## config.mk

```make
export PLATFORM = sky130hd
export DESIGN_NAME = div_iter
export DESIGN_NICKNAME = d
export VERILOG_FILES = /design/src/rtl/div_iter.sv
export SDC_FILE = /design/constraint.sdc
export NUM_CORES = 1
export LEC_CHECK = 0
export ABC_CLOCK_PERIOD_IN_PS = 12450
export CAP_MARGIN = 20
export CORE_MARGIN = 2
export CORE_UTILIZATION = 40
export DETAILED_ROUTE_END_ITERATION = 7
export GPL_ROUTABILITY_DRIVEN = 0
export HOLD_SLACK_MARGIN = 0.1
export PLACE_DENSITY = 0.62
export RECOVER_POWER = 50
export REMOVE_ABC_BUFFERS = 1
export SLEW_MARGIN = 20
export SYNTH_ARGS = -nofsm -noshare
export SYNTH_HDL_FRONTEND = slang
export SYNTH_SLANG_ARGS = --single-unit
export TNS_END_PERCENT = 30
```

## constraint.sdc

```tcl
create_clock -name clk -period 12.45 [get_ports clk]
set_clock_uncertainty 0.15 [all_clocks]
set_input_delay 3.1125 -clock clk [delete_from_list [all_inputs] [get_ports clk]]
set_output_delay 3.1125 -clock clk [all_outputs]
set_load 0.005 [all_outputs]
```

## src/rtl/div_iter.sv

```systemverilog
// div_iter: iterative restoring divider, one quotient bit per clock.
// Ports: clk, rst (async high); in_vld/in_rdy with A, B, sgn operands;
//   out_vld/out_rdy with Q, R, dz (divide by zero), ovf (MIN / -1).
module div_iter #(
  parameter int BITS = 32
) (
  input  logic            clk,
  input  logic            rst,
  input  logic            in_vld,
  output logic            in_rdy,
  input  logic [BITS-1:0] A,
  input  logic [BITS-1:0] B,
  input  logic            sgn,
  output logic            out_vld,
  input  logic            out_rdy,
  output logic [BITS-1:0] Q,
  output logic [BITS-1:0] R,
  output logic            dz,
  output logic            ovf
);

  typedef enum logic [1:0] {
    IDLE,
    ACTIVE,
    FIX,
    DONE
  } state_t;

  localparam int IW = $clog2(BITS) + 1;
  localparam logic [BITS-1:0] L_ONE = BITS'(1);
  localparam logic [BITS-1:0] L_ALL = '1;
  localparam logic [BITS-1:0] L_MIN = {1'b1, {(BITS-1){1'b0}}};
  localparam logic [IW-1:0]   L_TOP = IW'(BITS - 1);

  state_t            r_state;
  state_t            w_next;
  logic [BITS-1:0]   r_q;
  logic [BITS-1:0]   r_rem;
  logic [BITS-1:0]   r_bmag;
  logic [IW-1:0]     r_idx;
  logic              r_qneg;
  logic              r_rneg;
  logic              r_dz;
  logic              r_ovf;

  logic              w_dz;
  logic              w_ovf;
  logic [BITS-1:0]   w_amag;
  logic [BITS-1:0]   w_bmag;
  logic [2*BITS-1:0] w_shift;
  logic              w_ge;
  logic [BITS-1:0]   w_diff;
  logic [BITS-1:0]   w_qbit;
  logic              w_last;

  assign w_dz  = (B == '0);
  assign w_ovf = sgn & (A == L_MIN) & (B == L_ALL);

  // |MIN| wraps to MIN, which is the correct unsigned magnitude.
  assign w_amag = (sgn & A[BITS-1]) ? (~A + L_ONE) : A;
  assign w_bmag = (sgn & B[BITS-1]) ? (~B + L_ONE) : B;

  // Divisor shifted into double width so no bits fall off the top.
  assign w_shift = {{BITS{1'b0}}, r_bmag} << r_idx;
  assign w_ge    = ({{BITS{1'b0}}, r_rem} >= w_shift);
  assign w_diff  = r_rem - w_shift[BITS-1:0];
  assign w_qbit  = L_ONE << r_idx;
  assign w_last  = (r_idx == '0);

  always_ff @(posedge clk or posedge rst) begin
    if (rst) begin
      r_state <= IDLE;
    end else begin
      r_state <= w_next;
    end
  end

  always_comb begin
    w_next = r_state;
    unique case (r_state)
      IDLE: begin
        if (in_vld) begin
          w_next = (w_dz | w_ovf) ? DONE : ACTIVE;
        end
      end
      ACTIVE: begin
        if (w_last) begin
          w_next = FIX;
        end
      end
      FIX: begin
        w_next = DONE;
      end
      DONE: begin
        if (out_rdy) begin
          w_next = IDLE;
        end
      end
      default: begin
        w_next = IDLE;
      end
    endcase
  end

  always_ff @(posedge clk or posedge rst) begin
    if (rst) begin
      r_q    <= '0;
      r_rem  <= '0;
      r_bmag <= '0;
      r_idx  <= '0;
      r_qneg <= 1'b0;
      r_rneg <= 1'b0;
      r_dz   <= 1'b0;
      r_ovf  <= 1'b0;
    end else begin
      unique case (r_state)
        IDLE: begin
          if (in_vld) begin
            r_dz  <= w_dz;
            r_ovf <= w_ovf & ~w_dz;
            if (w_dz) begin
              r_q    <= L_ALL;
              r_rem  <= A;
              r_qneg <= 1'b0;
              r_rneg <= 1'b0;
            end else if (w_ovf) begin
              r_q    <= A;
              r_rem  <= '0;
              r_qneg <= 1'b0;
              r_rneg <= 1'b0;
            end else begin
              r_q    <= '0;
              r_rem  <= w_amag;
              r_bmag <= w_bmag;
              r_idx  <= L_TOP;
              r_qneg <= sgn & (A[BITS-1] ^ B[BITS-1]);
              r_rneg <= sgn & A[BITS-1];
            end
          end
        end
        ACTIVE: begin
          if (w_ge) begin
            r_rem <= w_diff;
            r_q   <= r_q | w_qbit;
          end
          if (!w_last) begin
            r_idx <= r_idx - IW'(1);
          end
        end
        FIX: begin
          if (r_qneg) begin
            r_q <= ~r_q + L_ONE;
          end
          if (r_rneg) begin
            r_rem <= ~r_rem + L_ONE;
          end
          r_qneg <= 1'b0;
          r_rneg <= 1'b0;
        end
        DONE: begin
          if (out_rdy) begin
            r_dz  <= 1'b0;
            r_ovf <= 1'b0;
          end
        end
        default: begin
        end
      endcase
    end
  end

  assign in_rdy  = (r_state == IDLE);
  assign out_vld = (r_state == DONE);
  assign Q       = r_q;
  assign R       = r_rem;
  assign dz      = r_dz;
  assign ovf     = r_ovf;

endmodule

```

==> reports/results.tsv, run 1 <==
metric	value	unit
synth_top_family_by_area	compound AO/OA/AOI/OAI gates	
pin_count	137	
hold_class	flop to flop	
cts.repair.resized	0	
ys.flop_type	dfrtp_1	
timing.final.max_slew_violations	111	
grt_pass1_vias	11900	
multi_input_area	9170	µm²
setup_viol	0	
drt_iter0_drc	1451	
critical_path.cell_chain	dlygate4sd3_1, clkinvlp_2, clkbuf_1	
end_kind	asynchronous set/reset pin	
met3_usage	3.47	%
synth_seq_area_share	21.6	%
die_h	181	µm
antenna_found_initial	1	
clockRootBuffer	clkbuf_16	
start_util	40.7	%
ys_top_cells_by_area	dfrtp_1, mux4_2, o21ai_0	
rsz0062_at_grt	false	
cts_tree	done	
cts.clk_slew.worst_paths	0.08	ns
first_pass_iters	6	
yosys_register_bits	108	
worstMarginPinSlew	3.01	ns
grt_start_max_net_pins	63	
cp.required	12.12	ns
use_met2	40.2	%
synth_top_area_share	21.6	%
htreeDepth	3	
grt_use_met1	37.2	%
coreArea	30700	µm²
synth_simple_gate_area_share	21.1	%
synth_cells	1585	
yosys-top-cells-count	nand2_1, nor2_1, o21ai_0, dfrtp_1, a21oi_1	
cts_sinks	108	
grt_pass1_wl	68.3	mm
fin_crit	7.71	ns
holdWs	0.367	ns
cp_slowest_cell	clkbuf_1	
synth.distinct_cells	76	
portBuffers	136	
path_buf_inv	3	
pre_cts_ws	4.87	ns
clk_path_buf_depth	2	
synth_mux_area_share	12.7	%
register_area	2710	µm²
synth_edf_count	0	
cpLargestDelayFamily	buffers and inverters	
cts_setup_buffers	0	
max_stage_delay	2.21	ns
synth-adder-area-share	4.96	%
violations	capacitance limit, slew limit	
arrival	7.39	ns
routed_via_density	6.39	
ant_nets	0	
hpwl	31.4	mm
period_share	62.0	%
yosys.area.top_type	dfrtp_1	
power_leakage	5.72	nW
power_density	274	nW/µm²
syn_to_final_growth	15.0	%
fin_ws	4.74	ns
maxCapViolCount	2	
insertion_delay	0.38	ns
cts_buffers	9	
gr-total-overflow	0	
fin_nets	1764	
synth_xor_xnor_area_share	7.62	%
grtUsageTotal	25.7	%
relSlewSlack	-101	%
power	0.00395	W
drive_above_1_share	7.51	%
finalSetupTns	0	ns
synthArstFlopShare	100	%
synth_warnings	0	
grt.busiest_layer	met2	
synth.cell_area	12500	µm²
vias	13073	
cp-start-kind	input port	
ir_worst_vdd	0.000156	V
dieArea	32700	µm²
synth_most_common_cell	nand2_1	
die_w	181	µm
antenna_cells	0	
finalHoldViolCount	0	
critPathKind	input port to asynchronous set/reset pin	
fin_area	14400	µm²
fp-row-count	64	
synth-compound-area-share	26.7	%
n_fill_cell	3076	
cts_hold_buffers	0	
placedInstanceArea	14100	µm²
route.detailed.drc	0	
fmax	0.130	GHz
status	complete, but fails checks	
wl_per_cell	21.2	µm
syn-mean-instance-area	7.90	µm²
cp_max_fo	57	
routed_wl	43.3	mm
-- through the flow --
| step | cells | util, % |
|---|---|---|
| 5_1_grt | 2047 | 46.8 |
| 4_1_cts | 2047 | 46.9 |
| 6_report | 2047 | 46.8 |
| 2_1_floorplan | 1483 | - |
| 3_5_place_dp | 2031 | 45.8 |
| 3_3_place_gp | 2031 | 45.8 |
-- path summary, 6_finish.rpt --
path	slack [ns]	from	cells past startpoint	to
worst max register to register	5.73	r_idx[0]	18	Q[11]
max in group clk	5.15	B[1]	12	Q[13]
min in group asynchronous	3.74	rst	2	Q[6]
worst min register to register	0.37	r_qneg	2	r_qneg
worst min-delay path	0.37	r_qneg	2	r_qneg
worst max-delay path	4.74	rst	3	R[15]
-- final cells by class --
type / count / area share (%)
Multi-Input combinational cell: 1317 / 63.7
Sequential cell: 108 / 18.8
Timing Repair Buffer: 152 / 10.3
Tap cell: 396 / 3.44
Clock buffer: 9 / 1.56
Inverter: 58 / 1.52
Clock inverter: 7 / 0.738
-- where the power goes --
part,internal (W),switching (W)
clock network,0.000164,0.000170
registers,0.000510,0.000313
logic,0.00121,0.00158
-- cell families (layout without fill, tap and decap cells) --
group                      Yosys count  after routing
muxes                               98             98
and+or+nand+nor                    545            545
adders and majority gates           49             49
buffers and inverters              160            226
AOI/OAI and AO/OA                  516            516
DFF                                108            108
xor gates and xnor gates           109            109
-- layer usage --
layer	share of wire, %	up-vias
li1	-	6094
met1	45	6240
met2	45	662
met3	8.0	77
met4	2.4	0
met5	0	-
-- worst min-delay path: cells and delay by family (launching register included) --
family / cells / cell delay (ns)
flip-flops: 1 / 0.34
AO/OA/AOI/OAI: 2 / 0.15
-- cell usage in the layout (no fill, tap or decap), types with 9 or more instances in the layout --
master | netlist | routed
a211oi_1 | 12 | 12
a21o_1 | 36 | 36
a21oi_1 | 88 | 88
a221oi_1 | 12 | 12
a22oi_1 | 18 | 18
a31oi_1 | 38 | 38
and3_1 | 16 | 16
buf_4 | 5 | 15
clkbuf_16 | 0 | 9
clkdlybuf4s50_1 | 0 | 69
dfrtp_1 | 108 | 104
dlygate4sd3_1 | 0 | 67
ha_1 | 48 | 47
inv_1 | 56 | 55
mux2_2 | 20 | 20
mux2i_1 | 30 | 30
mux4_2 | 47 | 47
nand2_1 | 163 | 163
nand2b_1 | 13 | 13
nand3_1 | 29 | 28
nand3b_1 | 18 | 18
nand4_1 | 17 | 17
nor2_1 | 139 | 138
nor3_1 | 48 | 48
nor4_1 | 18 | 18
o211ai_1 | 14 | 14
o21ai_0 | 134 | 134
o21ai_1 | 24 | 24
o21bai_1 | 9 | 9
o22ai_1 | 21 | 21
o31ai_1 | 20 | 20
o41ai_1 | 12 | 12
or2_2 | 11 | 11
or3_1 | 28 | 28
or4_1 | 19 | 19
xnor2_1 | 59 | 59
xor2_1 | 50 | 50
-- registers in the layout, summed over array words and instances, names as in the netlist --
name / cells
r_state: 2
R: 32
r_bmag: 32
r_idx: 6
ovf: 1
r_qneg: 1
dz: 1
r_rneg: 1
Q: 32
Power figures use the tool's default switching activity.
==> run 2: changes to the inputs <==
- ABC_CLOCK_PERIOD_IN_PS: 12450 -> 8000
- clock period: 12.45 -> 8 ns (I/O delays scaled with it)
==> reports/results.tsv, run 2 (synthesis gave the netlist of run 1 again) <==
metric	value	unit
hpwl	31.5	mm
route.detailed.drc	0	
cp.required	8.09	ns
htreeDepth	3	
layout_commonest_cell	nand2_1	
finalSetupTns	0	ns
cts_buffers	9	
grt_start_max_net_pins	65	
antenna_cells	0	
power_leakage	5.76	nW
n_fill_cell	3059	
routed_wl	43.4	mm
cts.repair.resized	0	
fmax	0.164	GHz
setup_viol	0	
die_w	181	µm
cts.clk_slew.worst_paths	0.08	ns
power_density	427	nW/µm²
fp-row-count	64	
start_util	40.7	%
relSlewSlack	-72.6	%
grtUsageTotal	25.9	%
timing.final.max_slew_violations	58	
status	complete, but fails checks	
cp_max_fo	9	
violations	capacitance limit, slew limit	
gr-total-overflow	0	
cts_tree	done	
cts_hold_buffers	0	
grt_pass1_vias	12123	
first_pass_iters	6	
pin_count	137	
cts_sinks	108	
dieArea	32700	µm²
rsz0062_at_grt	false	
hold_class	flop to flop	
layout_common_cells	nand2_1, nor2_1, o21ai_0	
holdPathStages	2	
routed_via_density	6.40	
insertion_delay	0.39	ns
end_kind	flop	
maxCapViolCount	1	
finalHoldViolCount	0	
cts_setup_buffers	0	
clockRootBuffer	clkbuf_16	
worstMarginPinSlew	2.58	ns
critical_path.cell_chain	clkdlybuf4s50_1, or3_1, nor3b_1, nand4_1, nor2_1, nor2_1, and3_1, o21ai_1, nor3_1, xnor2_1, o21ai_0	
ir_worst_vdd	0.000343	V
period_share	76.4	%
die_h	181	µm
drt_iter0_drc	1406	
cp_slowest_cell	nor3b_1	
portBuffers	136	
ant_nets	0	
arrival	6.20	ns
grt_pass1_wl	68.7	mm
critical_path.most_common_cell	nor2_1	
cp-start-kind	input port	
coreArea	30700	µm²
syn_to_final_growth	15.4	%
wl_per_cell	21.1	µm
power	0.00617	W
worst-r2r-cell-count	17	
vias	13134	
drive_above_1_share	7.85	%
clk_path_buf_depth	2	
critPathKind	input port to flop	
max_stage_delay	0.74	ns
fin_crit	6.11	ns
antenna_found_initial	0	
fin_nets	1769	
==> run 2: cell count changes in the layout (fill, tap and decap cells not counted), sizes merged <==
cell / change
clkinvlp: -1
clkbuf: -1
buf: +6
inv: +2
clkinv: -1
==> run 2: worst paths after layout <==
kind,start,to,slack [ns]
max in group asynchronous,rst,R[16],3.44
worst min-delay path,r_qneg,r_qneg,0.37
worst max-delay path,A[2],r_idx[3],1.89
min in group asynchronous,rst,Q[7],2.61
worst min register to register,r_qneg,r_qneg,0.37
worst max register to register,r_idx[1],Q[20],1.93
==> run 2: metal layers <==
layer	part of all wire (%)	GRT usage (%)	routed length (µm)
met1	45	36.8	19400
met3	7.8	3.75	3400
met5	0	0	0
met4	2.2	7.12	943
met2	45	41.2	19600
==> run 2: final cells by class <==
class / count / area [µm²] / area share (%)
multi-input cells: 1317 / 9180 / 63.5
flip-flops and latches: 108 / 2710 / 18.7
inverters: 58 / 219 / 1.51
well taps: 396 / 495 / 3.43
clock buffers: 9 / 225 / 1.56
repair buffers: 157 / 1520 / 10.5
clock inverters: 7 / 113 / 0.779
==> run 2: power by group <==
group	total, W	internal (W)	switching (W)	leakage [nW]
Sequential	0.00129	0.000793	0.000502	1.35
Combinational	0.00433	0.00190	0.00244	4.25
Clock	0.000538	0.000259	0.000279	0.162
Total	0.00617	0.00295	0.00322	5.76
==> run 2: worst max-delay path: cells and delay by family <==
family,cells,cell delay [ns]
xor gates and xnor gates,1,0.16
AOI/OAI and AO/OA,2,0.59
and+or+nand+nor,7,2.98
buffers and inverters,1,0.48
==> run 2: per-stage QoR <==
stage	std cells	setup WS [ns]	utilization [%]	hold slack (ns)	cell area (µm²)
4_1_cts	2052	1.99	47.0	0.357	14500
5_1_grt	2052	1.56	47.0	0.410	14500
3_3_place_gp	2036	1.64	45.9	0.342	14100
2_1_floorplan	1483	1.03	-	0.316	12100
3_5_place_dp	2036	1.61	45.9	0.339	14100
6_report	2052	1.89	47.0	0.366	14500
